<file path="src/rtl/fetch_pkg.sv">
// Shared types and sizing helpers for the instruction fetch unit.
// Holds the default bus widths, the fetch FSM state type and the counter width rule.
package fetch_pkg;

    localparam int ADDR_W_DEF = 32;
    localparam int DATA_W_DEF = 32;

    typedef enum logic [1:0] {
        IDLE  = 2'd0,
        BUSY  = 2'd1,
        DRAIN = 2'd2
    } fetch_state_t;

    // Counters must hold the value DEPTH itself, hence depth+1 codes.
    function automatic int cnt_w(input int depth);
        return $clog2(depth + 1);
    endfunction

endpackage

</file>
<file path="src/rtl/fetch_fifo.sv">
// Small synchronous FIFO with occupancy count and a single-cycle clear.
// Serves as both the PC tag queue and the instruction buffer of the fetch unit.
module fetch_fifo
    import fetch_pkg::*;
#(
    parameter int DEPTH = 2,
    parameter int WIDTH = 64
) (
    input  logic                      CLK,
    input  logic                      RST,
    input  logic                      clr,
    input  logic                      push,
    input  logic                      pop,
    input  logic [WIDTH-1:0]          wdata,
    output logic [WIDTH-1:0]          rdata,
    output logic [cnt_w(DEPTH)-1:0]   count
);

    localparam int PTR_W = (DEPTH > 1) ? $clog2(DEPTH) : 1;
    localparam int CNT_W = cnt_w(DEPTH);
    localparam logic [PTR_W-1:0] LAST_PTR = PTR_W'(DEPTH - 1);
    localparam logic [CNT_W-1:0] FULL_CNT = CNT_W'(DEPTH);

    logic [WIDTH-1:0] mem [DEPTH];
    logic [PTR_W-1:0] rd_ptr;
    logic [PTR_W-1:0] wr_ptr;
    logic             do_push;
    logic             do_pop;

    assign do_pop  = pop && (count != '0);
    assign do_push = push && ((count != FULL_CNT) || do_pop);
    assign rdata   = mem[rd_ptr];

    always_ff @(posedge CLK) begin
        if (do_push) begin
            mem[wr_ptr] <= wdata;
        end
    end

    always_ff @(posedge CLK) begin
        if (RST || clr) begin
            rd_ptr <= '0;
            wr_ptr <= '0;
            count  <= '0;
        end else begin
            if (do_push) begin
                wr_ptr <= (wr_ptr == LAST_PTR) ? '0 : wr_ptr + 1'b1;
            end
            if (do_pop) begin
                rd_ptr <= (rd_ptr == LAST_PTR) ? '0 : rd_ptr + 1'b1;
            end
            case ({do_push, do_pop})
                2'b10:   count <= count + 1'b1;
                2'b01:   count <= count - 1'b1;
                default: count <= count;
            endcase
        end
    end

endmodule

</file>
<file path="src/rtl/instr_fetch_unit.sv">
// In-order instruction fetch: issues word reads at PC, buffers responses with their PC for decode.
// Define FETCH_ALIGN_CHECK_EN to turn misaligned PCs into zero instructions flagged by MISALIGN.
module instr_fetch_unit
    import fetch_pkg::*;
#(
    parameter int ADDR_W = ADDR_W_DEF,
    parameter int DATA_W = DATA_W_DEF,
    parameter int DEPTH  = 2
) (
    input  logic              CLK,
    input  logic              RST,
    input  logic [ADDR_W-1:0] PC,
    input  logic              PC_VALID,
    output logic              PC_READY,
    input  logic              FLUSH,
    output logic              IMEM_REQ,
    output logic [ADDR_W-3:0] IMEM_ADDR,
    input  logic              IMEM_GNT,
    input  logic              IMEM_RVALID,
    input  logic [DATA_W-1:0] IMEM_RDATA,
    output logic              INSTR_VALID,
    input  logic              INSTR_READY,
    output logic [DATA_W-1:0] INSTR,
    output logic [ADDR_W-1:0] INSTR_PC,
    output logic              PROTO_ERR,
`ifdef FETCH_ALIGN_CHECK_EN
    output logic              MISALIGN,
`endif
    output fetch_state_t      STATE
);

    // Handshakes: PC transfers when PC_VALID & PC_READY; IMEM request transfers when
    // IMEM_REQ & IMEM_GNT; decode transfers when INSTR_VALID & INSTR_READY. A valid
    // source holds its payload until the transfer; ready never depends on a later cycle.

    localparam int CNT_W = cnt_w(DEPTH);
    localparam logic [CNT_W-1:0] DEPTH_C = CNT_W'(DEPTH);

    fetch_state_t             state;
    fetch_state_t             state_nxt;
    logic [CNT_W-1:0]         outstanding;
    logic [CNT_W-1:0]         fifo_count;
    logic [CNT_W-1:0]         discard;
    logic [CNT_W-1:0]         discard_nxt;
    logic [CNT_W-1:0]         credit;
    logic                     can_accept;
    logic                     issue;
    logic                     resp_keep;
    logic                     resp_drop;
    logic                     resp_err;
    logic                     fifo_push;
    logic                     fifo_pop;
    logic [ADDR_W+DATA_W-1:0] fifo_wdata;
    logic [ADDR_W+DATA_W-1:0] fifo_rdata;
    logic [ADDR_W-1:0]        tag_pc;

    assign credit     = DEPTH_C - outstanding - fifo_count;
    assign can_accept = PC_VALID && (credit != '0) && !FLUSH && (state != DRAIN);
    assign IMEM_ADDR  = PC[ADDR_W-1:2];
    assign issue      = IMEM_REQ && IMEM_GNT;

    // Responses to fetches killed by a flush are older than any live fetch, so they go first.
    assign resp_drop = IMEM_RVALID && (discard != '0);
    assign resp_keep = IMEM_RVALID && (discard == '0) && (outstanding != '0);
    assign resp_err  = IMEM_RVALID && (discard == '0) && (outstanding == '0);

    assign fifo_pop    = INSTR_VALID && INSTR_READY;
    assign INSTR_VALID = (fifo_count != '0);
    assign {INSTR_PC, INSTR} = fifo_rdata;
    assign STATE       = state;

`ifdef FETCH_ALIGN_CHECK_EN
    logic misaligned;
    logic accept_mis;

    // Misaligned PCs wait until nothing is in flight so the zero word stays in program order.
    assign misaligned = (PC[1:0] != 2'b00);
    assign accept_mis = can_accept && misaligned && (outstanding == '0);
    assign IMEM_REQ   = can_accept && !misaligned;
    assign PC_READY   = issue || accept_mis;
    assign fifo_push  = resp_keep || accept_mis;
    assign fifo_wdata = accept_mis ? {PC, {DATA_W{1'b0}}} : {tag_pc, IMEM_RDATA};

    always_ff @(posedge CLK) begin
        if (RST || FLUSH) begin
            MISALIGN <= 1'b0;
        end else if (accept_mis) begin
            MISALIGN <= 1'b1;
        end
    end
`else
    assign IMEM_REQ   = can_accept;
    assign PC_READY   = issue;
    assign fifo_push  = resp_keep;
    assign fifo_wdata = {tag_pc, IMEM_RDATA};
`endif

    fetch_fifo #(
        .DEPTH (DEPTH),
        .WIDTH (ADDR_W)
    ) u_tag_q (
        .CLK   (CLK),
        .RST   (RST),
        .clr   (FLUSH),
        .push  (issue),
        .pop   (resp_keep),
        .wdata (PC),
        .rdata (tag_pc),
        .count (outstanding)
    );

    fetch_fifo #(
        .DEPTH (DEPTH),
        .WIDTH (ADDR_W + DATA_W)
    ) u_instr_q (
        .CLK   (CLK),
        .RST   (RST),
        .clr   (FLUSH),
        .push  (fifo_push),
        .pop   (fifo_pop),
        .wdata (fifo_wdata),
        .rdata (fifo_rdata),
        .count (fifo_count)
    );

    // A flush turns every in-flight fetch into a discard, minus one answered this cycle.
    always_comb begin
        discard_nxt = discard;
        if (FLUSH) begin
            discard_nxt = discard + outstanding - CNT_W'(resp_drop || resp_keep);
        end else if (resp_drop) begin
            discard_nxt = discard - 1'b1;
        end
    end

    always_comb begin
        state_nxt = state;
        if (FLUSH) begin
            state_nxt = (discard_nxt != '0) ? DRAIN : IDLE;
        end else begin
            case (state)
                IDLE:    if (PC_READY) state_nxt = BUSY;
                BUSY:    if ((outstanding == '0) && (fifo_count == '0) && !PC_READY) state_nxt = IDLE;
                DRAIN:   if (discard_nxt == '0) state_nxt = IDLE;
                default: state_nxt = IDLE;
            endcase
        end
    end

    always_ff @(posedge CLK) begin
        if (RST) begin
            state     <= IDLE;
            discard   <= '0;
            PROTO_ERR <= 1'b0;
        end else begin
            state   <= state_nxt;
            discard <= discard_nxt;
            if (resp_err) begin
                PROTO_ERR <= 1'b1;
            end
        end
    end

endmodule

</file>
<file path="config.mk">
export PLATFORM = sky130hd
export DESIGN_NAME = instr_fetch_unit
export DESIGN_NICKNAME = d
export VERILOG_FILES = /design/src/rtl/fetch_pkg.sv /design/src/rtl/fetch_fifo.sv /design/src/rtl/instr_fetch_unit.sv
export SDC_FILE = /design/constraint.sdc
export NUM_CORES = 1
export LEC_CHECK = 0
export ABC_AREA = 1
export CAP_MARGIN = 40
export CORE_MARGIN = 3
export CORE_UTILIZATION = 43
export CTS_BUF_LIST = sky130_fd_sc_hd__clkbuf_4 sky130_fd_sc_hd__clkbuf_8 sky130_fd_sc_hd__clkbuf_16
export DETAILED_ROUTE_END_ITERATION = 8
export DONT_BUFFER_PORTS = 1
export SLEW_MARGIN = 20
export SYNTH_ARGS = -nofsm -noshare
export SYNTH_HDL_FRONTEND = slang
export SYNTH_SLANG_ARGS = --single-unit
</file>
<file path="constraint.sdc">
create_clock -name CLK -period 4.4 [get_ports CLK]
set_input_delay 0.88 -clock CLK [delete_from_list [all_inputs] [get_ports CLK]]
set_output_delay 0.88 -clock CLK [all_outputs]
set_load 0.01 [all_outputs]
</file>
### Yosys cells after proc, flatten, opt, wreduce, memory -nomap -nowiden

Memory sizes are Yosys's and may differ from the RTL's. A register that Yosys moved wholly into a read port is not among the register bits.
Index checks and enable logic that the tools add are counted.

* equality and inequality tests: 12
* magnitude comparators: 0
* $mul: 0
* mux-type cells: 22
* div/mod/pow operators: 0
* shift operators: 0
* bitwise gates (word level): 0
* $add $sub $neg: 13
* reductions and logical operators: 34

Operators with widths (number)
* $logic_and 1x1->1: 15
* $mux 2: 7
* $reduce_bool 2->1: 7
* $mux 1: 12
* $logic_not 2->1: 5
* $ne 3x3->1 const B: 3
* $pmux 2 s2: 2
* $eq 2x1->1 const B: 3
* $eq 2x2->1 const B: 3
* $ne 2x2->1 const B: 3
* $pmux 2 s3: 1
* $sub 2x1->2 const B: 3
* $add 1x1->1 const B: 4
* $add 2x1->2 const B: 2
* $logic_or 1x1->1: 4
* $reduce_and 3->1: 1
* $add 2x2->2: 1
* $logic_not 1->1: 2
* $sub 2x1->2: 1
* $sub 2x2->2: 1
* $sub 2x2->2 const A: 1

* logic and storage cells: 92
* register bits: 13
* output and inout port bits: 100
* latch bits: 0
* memories: 2
* bits in writable memories: 192
* ROM bits: 0

Memories
* u_instr_q.mem: words 2, width 64, read ports 1, clocked after memory_dff 1, write ports 1, line fetch_fifo.sv:24 `logic [WIDTH-1:0] mem [DEPTH];`
* u_tag_q.mem: words 2, width 32, read ports 1, clocked after memory_dff 1, write ports 1, line fetch_fifo.sv:24

### Longest topological paths before layout

Gate-level depths: netlist (run 1).

* depth after elaboration: 12
* gate-level depth with buffers: 18
* depth with buffers taken out: 18

### Hierarchy

From an unflattened synthesis (run 1), not the netlist that was laid out.

* cells, all modules: 486
* area, all modules: 8190.4 µm²

By module, submodules not included
* fetch_fifo at u_instr_q: area an instance 4897.2 µm², times used 1, cells an instance 235
* fetch_fifo at u_tag_q: area an instance 2567.5 µm², times used 1, cells an instance 136
* instr_fetch_unit: area an instance 725.7 µm², times used 1, cells an instance 115

### Worst setup path after synthesis (run 1)

OpenSTA, ideal clock, no wires.

* kind: input -> register
* from: in IMEM_RVALID
* to: mem u_instr_q.mem[0][0] (enable)
* cell stages on the path: 6
* arrival: 3929 ps
* library setup time: 486 ps
* required time: 3914 ps
* buffers on the path: 0
* path slack: -15 ps
* cell sequence: nand2_1 > inv_1 > nand2_1 > inv_2 > o31ai_4 > nor2_1

* word-level cells in the longest chain between the ends: 5

RTL lines
* start, declared: line instr_fetch_unit.sv:19 `input logic IMEM_RVALID,`
* $logic_and 1x1->1 (2 in series): line instr_fetch_unit.sv:64 `assign resp_keep = IMEM_RVALID && (discard == '0) && (outstanding != '0);`
* $logic_and 1x1->1: line fetch_fifo.sv:31 `assign do_push = push && ((count != FULL_CNT) || do_pop);`
* $mux 1: line fetch_fifo.sv:35 `if (do_push) begin`
* $mux 1 (not written as such): line fetch_fifo.sv:36 `mem[wr_ptr] <= wdata;`
* end, declared: line fetch_fifo.sv:24

No other way between the ends.

==> results of run 1 <==
metal layers:
| metal | vias to the layer above | part of all wire (%) |
|---|---|---|
| li1 | 1625 | - |
| met1 | 1726 | 36 |
| met2 | 113 | 51 |
| met3 | 28 | 9.7 |
| met4 | 0 | 2.6 |
| met5 | - | 0 |
synth_stat cells, types with 4 or more instances:
master	instances	area share, %
mux2_2	94	13
edfxtp_1	192	72
nor2_1	11	0.52
a21oi_1	11	0.69
ha_1	6	0.94
nand2_1	25	1.2
inv_2	4	0.19
buf_2	10	0.63
inv_1	19	0.89
o21ai_0	9	0.56
buf_4	30	2.8
dfxtp_1	15	3.8
metrics by stage:
step | hold slack, ps | instances | power (mW) | util (%)
4_1_cts | 420 | 684 | 4.08 | 49.1
3_5_place_dp | 435 | 643 | 2.32 | 45.3
3_3_place_gp | 428 | 638 | 2.32 | 44.5
2_1_floorplan | 426 | 448 | 2.33 | -
6_report | 447 | 684 | 4.02 | 49.1
5_1_grt | 420 | 684 | 4.18 | 49.1
worst min-delay path by stage:
stage               slack [ps]                    end  cells after the start
floorplan                  430               register                      1
global placement           430               register                      1
detailed placement         440               register                      1
CTS                        420  STATE[0]$_SDFFE_PP0P_                      1
global route               420  STATE[0]$_SDFFE_PP0P_                      1
finish                     450               register                      1
sequential cells by signal, summed over array words and instances, names as in the netlist, named ones only:
name and cells:
PROTO_ERR 1, STATE 2, discard 2, u_instr_q.count 2, u_instr_q.mem 128, u_instr_q.rd_ptr 1
u_instr_q.wr_ptr 1, u_tag_q.count 2, u_tag_q.mem 64, u_tag_q.rd_ptr 1, u_tag_q.wr_ptr 1
layout make-up:
type                            count  area, um2
Clock buffer                       25        591
Clock inverter                     16        108
Tap cell                          229        287
Fill cell                        1476       9200
Sequential cell                   207       6070
Timing Repair Buffer                7        158
Multi-Input combinational cell    177       1580
Inverter                           23       86.3
power groups by stage:
| stage | sequential [mW] | combinational [mW] | clock (mW) |
|---|---|---|---|
| global route | 2.19 | 0.110 | 1.88 |
| finish | 2.19 | 0.0969 | 1.74 |
| detailed placement | 2.23 | 0.0972 | 0 |
| global placement | 2.23 | 0.0900 | 0 |
| floorplan | 2.23 | 0.102 | 0 |
| CTS | 2.19 | 0.0985 | 1.80 |
cell families (layout without fill, tap and decap cells):
kind of cell | count (synthesis) | in the layout | share of synthesized area [%]
flops | 207 | 207 | 75.9
mux | 96 | 96 | 13.5
buf+inv | 64 | 71 | 4.57
simple gates | 48 | 48 | 2.88
compound gates | 24 | 24 | 1.80
fa+ha+maj | 6 | 6 | 0.940
xor+xnor | 3 | 3 | 0.329
worst max-delay path, delay by kind of cell (launching register included):
kind / cells / cell delay [ps]
multiplexers: 1 / 430
flip-flops: 1 / 520
buffers and inverters: 1 / 290
==> reports/qor.csv, run 1 <==
stage;metric;value;unit
power;sequential share of power;54.3;%
logic_synthesis;syn nets;525;
worst_hold_path;path type of the worst min-delay path;reg -> reg;
drt;Post-Route WL;13100;um
place;instance area at placement;0.00819;mm2
clock_network;# clock sinks;207;
floorplan;number of top-level design ports;171;
floorplan;DIE HEIGHT;142;um
setup_path;end of the worst register-to-register path;u_instr_q.mem[1][34]$_DFFE_PP_;
global_route;Congestion Overflow GR;0;
setup_path;critical path class;reg -> out;
place;half-perimeter wire length after placement;8670;um
global_route;layer carrying the most global-route usage;met2;
worst_hold_path;origin of the worst min-delay path;u_instr_q.rd_ptr$_SDFFE_PP0P_;
drt;Vias/cell;5.11;
clock_network;hold-fix buffer count after cts;0;
clock_network;number of buffers added by the clock tree synthesis step;23;
logic_synthesis;number of distinct library cell variants in the gate-level netlist after synthesis;27;
global_route;met1 track demand over resource in global routing;14.4;%
place;final weighted congestion of routability-driven global placement;0.805;
sta;min Tclk post-route;2610;ps
logic_synthesis;share of synthesized flip-flops with an asynchronous set or reset;0;%
drt;post-DR wirelength/cell;19.2;um
place;# port buffers;0;
drt;Vias;3492;
layout;Nets;516;
global_route;met3 global-route usage;5.75;%
global_route;number of antenna violations at the first check in global routing;0;
sta;Final Hold Vio Count;0;
floorplan;chip width;142;um
layout;post-route standard cell area excluding fillers;0.00888;mm2
sta;Slew HR;48.9;%
power;static leakage power;2.93;nW
power;reported net switching power;786;uW
drt;remaining antenna violation count after routing;0;
setup_path;Crit path largest cell delay;520;ps
clock_network;CTS max path bufs;3;
setup_path;critical-path maximum fanout;47;
setup_path;worst setup slack for register-to-register paths;2210;ps
drt;number of detailed-route iterations in the first pass;4;
sta;Period Utilization, post-route;59.4;%
power;part of the total power dissipated in the clock network;43.3;%
logic_synthesis;post-synthesis instance area;0.00799;mm2
place;Post-Place Setup Slack;1870;ps
clock_network;Post-CTS Setup Bufs;0;
sta;final setup margin;1790;ps
sta;peak clock frequency supported by timing;382;MHz
layout;Area Overhead vs Synth;11.2;%
logic_synthesis;number of register bits inferred by synthesis;207;
logic_synthesis;cell count after synthesis;448;
global_route;met2 capacity usage during global routing;21.6;%
power;Max rail drop VDD;0.294;mV
sta;clk_skew;12.4;ps
clock_network;clock-pin slew reported for the worst setup and hold paths after clock tree synthesis;60;ps
power;portion of total power attributed to combinational logic;2.4;%
setup_path;number of cells on the worst reg-to-reg path;9;
global_route;first-pass GRT wire length;20200;um
logic_synthesis;number of synthesis warnings;0;
global_route;via count of the first global-routing pass;3731;
setup_path;worst flop-to-flop path startpoint;discard[0]$_SDFF_PP0_;
clock_network;CTS H-Tree Depth;1;
clock_network;root buffer cell;clkbuf_16;
floorplan;starting density of the core;44.2;%
drt;DR DRC count;0;
setup_path;data arrival time at the worst-slack endpoint;1730;ps
logic_synthesis;Top FF cell, synth;edfxtp_1;
logic_synthesis;proportion of synthesized chip area in sequential cells;75.9;%
setup_path;series of cell instances along the critical path;buf_16 -> mux2_2;
global_route;pin count of the biggest net entering global routing;48;
power;Power Density;453;mW/mm2
setup_path;type of element capturing the critical path;output port;
logic_synthesis;per-instance average area after synthesis;17.8;um2
layout;commonest cells after routing, fill and taps aside;192 x edfxtp_1, 94 x mux2_2, 25 x nand2_1, 23 x clkbuf_16, 19 x inv_1;
global_route;total track usage;12.7;%
floorplan;row count;49;
power;Pint;3.24;mW
power;switching part of the total;19.5;%
layout;most common cell after layout, fill and taps aside;edfxtp_1;
layout;layout cells sized above 1;33.4;%
clock_network;Clock Latency Late Sink;490;ps
drt;number of DRC markers in iteration 0;144;
run_status;outcome;completed;
setup_path;startpoint type of the worst setup path;register;
clock_network;post-CTS resize count;0;
sta;RSZ-0062 raised after global routing;false;
setup_path;Critical Path End;INSTR_PC[0];
sta;final-report setup violation count;0;
clock_network;clock tree from TritonCTS;yes;
sta;Final Max Tran Viols;0;
flow_run;max-cap violations;0;
logic_synthesis;EDFF count, synth;192;
floorplan;die area;0.0202;mm2
sta;Post-Route Setup TNS;0;ps
setup_path;worst path required time;3520;ps
sta;actual transition at the worst max-transition pin;767;ps
layout;antenna diode count;0;
floorplan;Std-Cell Core Area;0.0181;mm2
setup_path;CP max stage cell;dfxtp_4;
(Power assumes the default switching activity.)
==> run 2, diff against run 1 <==
clock period = 2.7 ns   (was 4.4 ns; I/O delays follow)
==> run 2 against run 1 <==
Highest routed layer unchanged. First-iteration DRC count shrank 28%. Worst setup slack lost 1400 ps. Power grew 63%. Sequential power grew 63%. Design area shrank 0.23%. Clock-buffer cell count grew 3. Wire length grew 0.79%. Non-clock buffer count grew 2.
==> reports/qor.csv, run 2 (synthesized netlist as in run 1, its figures left out) <==
stage;metric;value;unit
run_status;outcome;completed;
clock_network;Clock Latency Late Sink;490;ps
floorplan;chip width;142;um
setup_path;type of element capturing the critical path;output port;
layout;post-route standard cell area excluding fillers;0.00886;mm2
floorplan;row count;49;
layout;number of cells in the finished layout apart from fillers;684;
place;placed insts;644;
global_route;first-pass GRT wire length;20000;um
floorplan;DIE HEIGHT;142;um
power;sequential share of power;54.2;%
layout;commonest cells after routing, fill and taps aside;192 x edfxtp_1, 94 x mux2_2, 25 x nand2_1, 23 x clkbuf_16, 19 x inv_1;
global_route;Congestion Overflow GR;0;
layout;area of combinational cells with multiple inputs;0.00158;mm2
floorplan;Std-Cell Core Area;0.0181;mm2
clock_network;Post-CTS Setup Bufs;0;
place;Post-Place Setup Slack;604;ps
power;Pint;5.31;mW
layout;largest registers ranked by flip-flop count;u_instr_q.mem: 128 flops, u_tag_q.mem: 64 flops;
sta;min Tclk post-route;2320;ps
setup_path;critical-path maximum fanout;42;
worst_hold_path;path type of the worst min-delay path;in -> reg;
sta;Final Hold Vio Count;0;
sta;peak clock frequency supported by timing;431;MHz
global_route;number of antenna violations at the first check in global routing;0;
power;static leakage power;2.92;nW
layout;FF+latch area;0.00607;mm2
layout;Most flops, register;u_instr_q.mem;
drt;Vias/cell;5.09;
flow_run;max-cap violations;0;
clock_network;CTS H-Tree Depth;1;
drt;Vias;3484;
layout;Nets;518;
place;final weighted congestion of routability-driven global placement;0.747;
sta;Slew HR;68.0;%
power;part of the total power dissipated in the clock network;43.4;%
setup_path;data arrival time at the worst-slack endpoint;1780;ps
sta;RSZ-0062 raised after global routing;false;
place;instance area at placement;0.00814;mm2
sta;final setup margin;379;ps
drt;number of detailed-route iterations in the first pass;5;
global_route;pin count of the biggest net entering global routing;43;
clock_network;clock tree from TritonCTS;yes;
clock_network;root buffer cell;clkbuf_16;
layout;layout cells sized above 1;34.1;%
drt;number of DRC markers in iteration 0;104;
clock_network;number of buffers added by the clock tree synthesis step;23;
drt;Post-Route WL;13200;um
place;half-perimeter wire length after placement;8580;um
floorplan;die area;0.0202;mm2
clock_network;CTS max path bufs;3;
drt;remaining antenna violation count after routing;0;
sta;clk_skew;9.83;ps
sta;worst hold slack across all endpoints;101;ps
sta;Post-Route Setup TNS;0;ps
power;switching part of the total;19.2;%
clock_network;clock-pin slew reported for the worst setup and hold paths after clock tree synthesis;60;ps
layout;antenna diode count;0;
power;Power Density;741;mW/mm2
power;portion of total power attributed to combinational logic;2.4;%
floorplan;number of top-level design ports;171;
power;reported net switching power;1.26;mW
drt;post-DR wirelength/cell;19.4;um
sta;Final Max Tran Viols;0;
power;Max rail drop VDD;0.531;mV
global_route;via count of the first global-routing pass;3688;
setup_path;startpoint type of the worst setup path;register;
sta;final-report setup violation count;0;
sta;Period Utilization, post-route;86.0;%
clock_network;hold-fix buffer count after cts;0;
setup_path;critical path class;reg -> out;
layout;# fillers;1467;
drt;DR DRC count;0;
place;# port buffers;0;
sta;actual transition at the worst max-transition pin;480;ps
setup_path;worst path required time;2160;ps
layout;flip-flop count of the largest register, all copies and words added;128;
layout;most common cell after layout, fill and taps aside;edfxtp_1;
clock_network;post-CTS resize count;0;
floorplan;starting density of the core;44.2;%
layout;Area Overhead vs Synth;11.0;%
clock_network;# clock sinks;207;
global_route;total track usage;12.7;%
## run 2: layout make-up
type                    instances  share of cell area [%]
clock buffers                  28                    6.92
well taps                     229                    3.23
multi-input cells             177                    17.9
repair buffers                  9                    1.55
flip-flops and latches        207                    68.5
clock inverters                11                   0.960
inverters                      23                   0.974
## run 2: worst paths after layout
| path | start | end | slack [ps] | depth (start not counted) |
|---|---|---|---|---|
| worst max-delay path | register | INSTR_PC[30] | 380 | 2 |
| worst min-delay path | RST | STATE[0]$_SDFFE_PP0P_ | 100 | 1 |
| worst max register to register | discard[0]$_SDFF_PP0_ | STATE[1]$_SDFFE_PP0P_ | 600 | 17 |
| worst min register to register | u_instr_q.rd_ptr$_SDFFE_PP0P_ | register | 460 | 1 |
## run 2: metrics by stage
step | total power, mW | utilization [%]
after floorplan | 3.79 | -
after global placement | 3.78 | 45.0
after CTS | 6.67 | 48.9
after global routing | 6.81 | 49.0
after detailed placement | 3.79 | 45.0
final | 6.57 | 49.0
## run 2: power by group through the flow
| stage | Clock, mW | Combinational, mW | Sequential [mW] |
|---|---|---|---|
| 5_1_grt | 3.07 | 0.180 | 3.56 |
| 4_1_cts | 2.95 | 0.159 | 3.56 |
| 3_5_place_dp | 0 | 0.158 | 3.63 |
| 2_1_floorplan | 0 | 0.167 | 3.63 |
| 6_report | 2.85 | 0.157 | 3.56 |
| 3_3_place_gp | 0 | 0.154 | 3.63 |
## run 2: worst max-delay path: stages, from the launching register on
cell and delay (ps):
dfxtp_4 560, buf_12 300, mux2_2 430
## run 2: metal layers
| metal | up-vias | wire, um | GRT usage [%] | part of all wire [%] |
|---|---|---|---|---|
| li1 | 1634 | - | - | - |
| met1 | 1709 | 4940 | 14.0 | 37 |
| met2 | 118 | 6570 | 21.7 | 50 |
| met3 | 23 | 1410 | 6.28 | 11 |
| met4 | 0 | 322 | 3.75 | 2.4 |
| met5 | - | 0 | 0 | 0 |
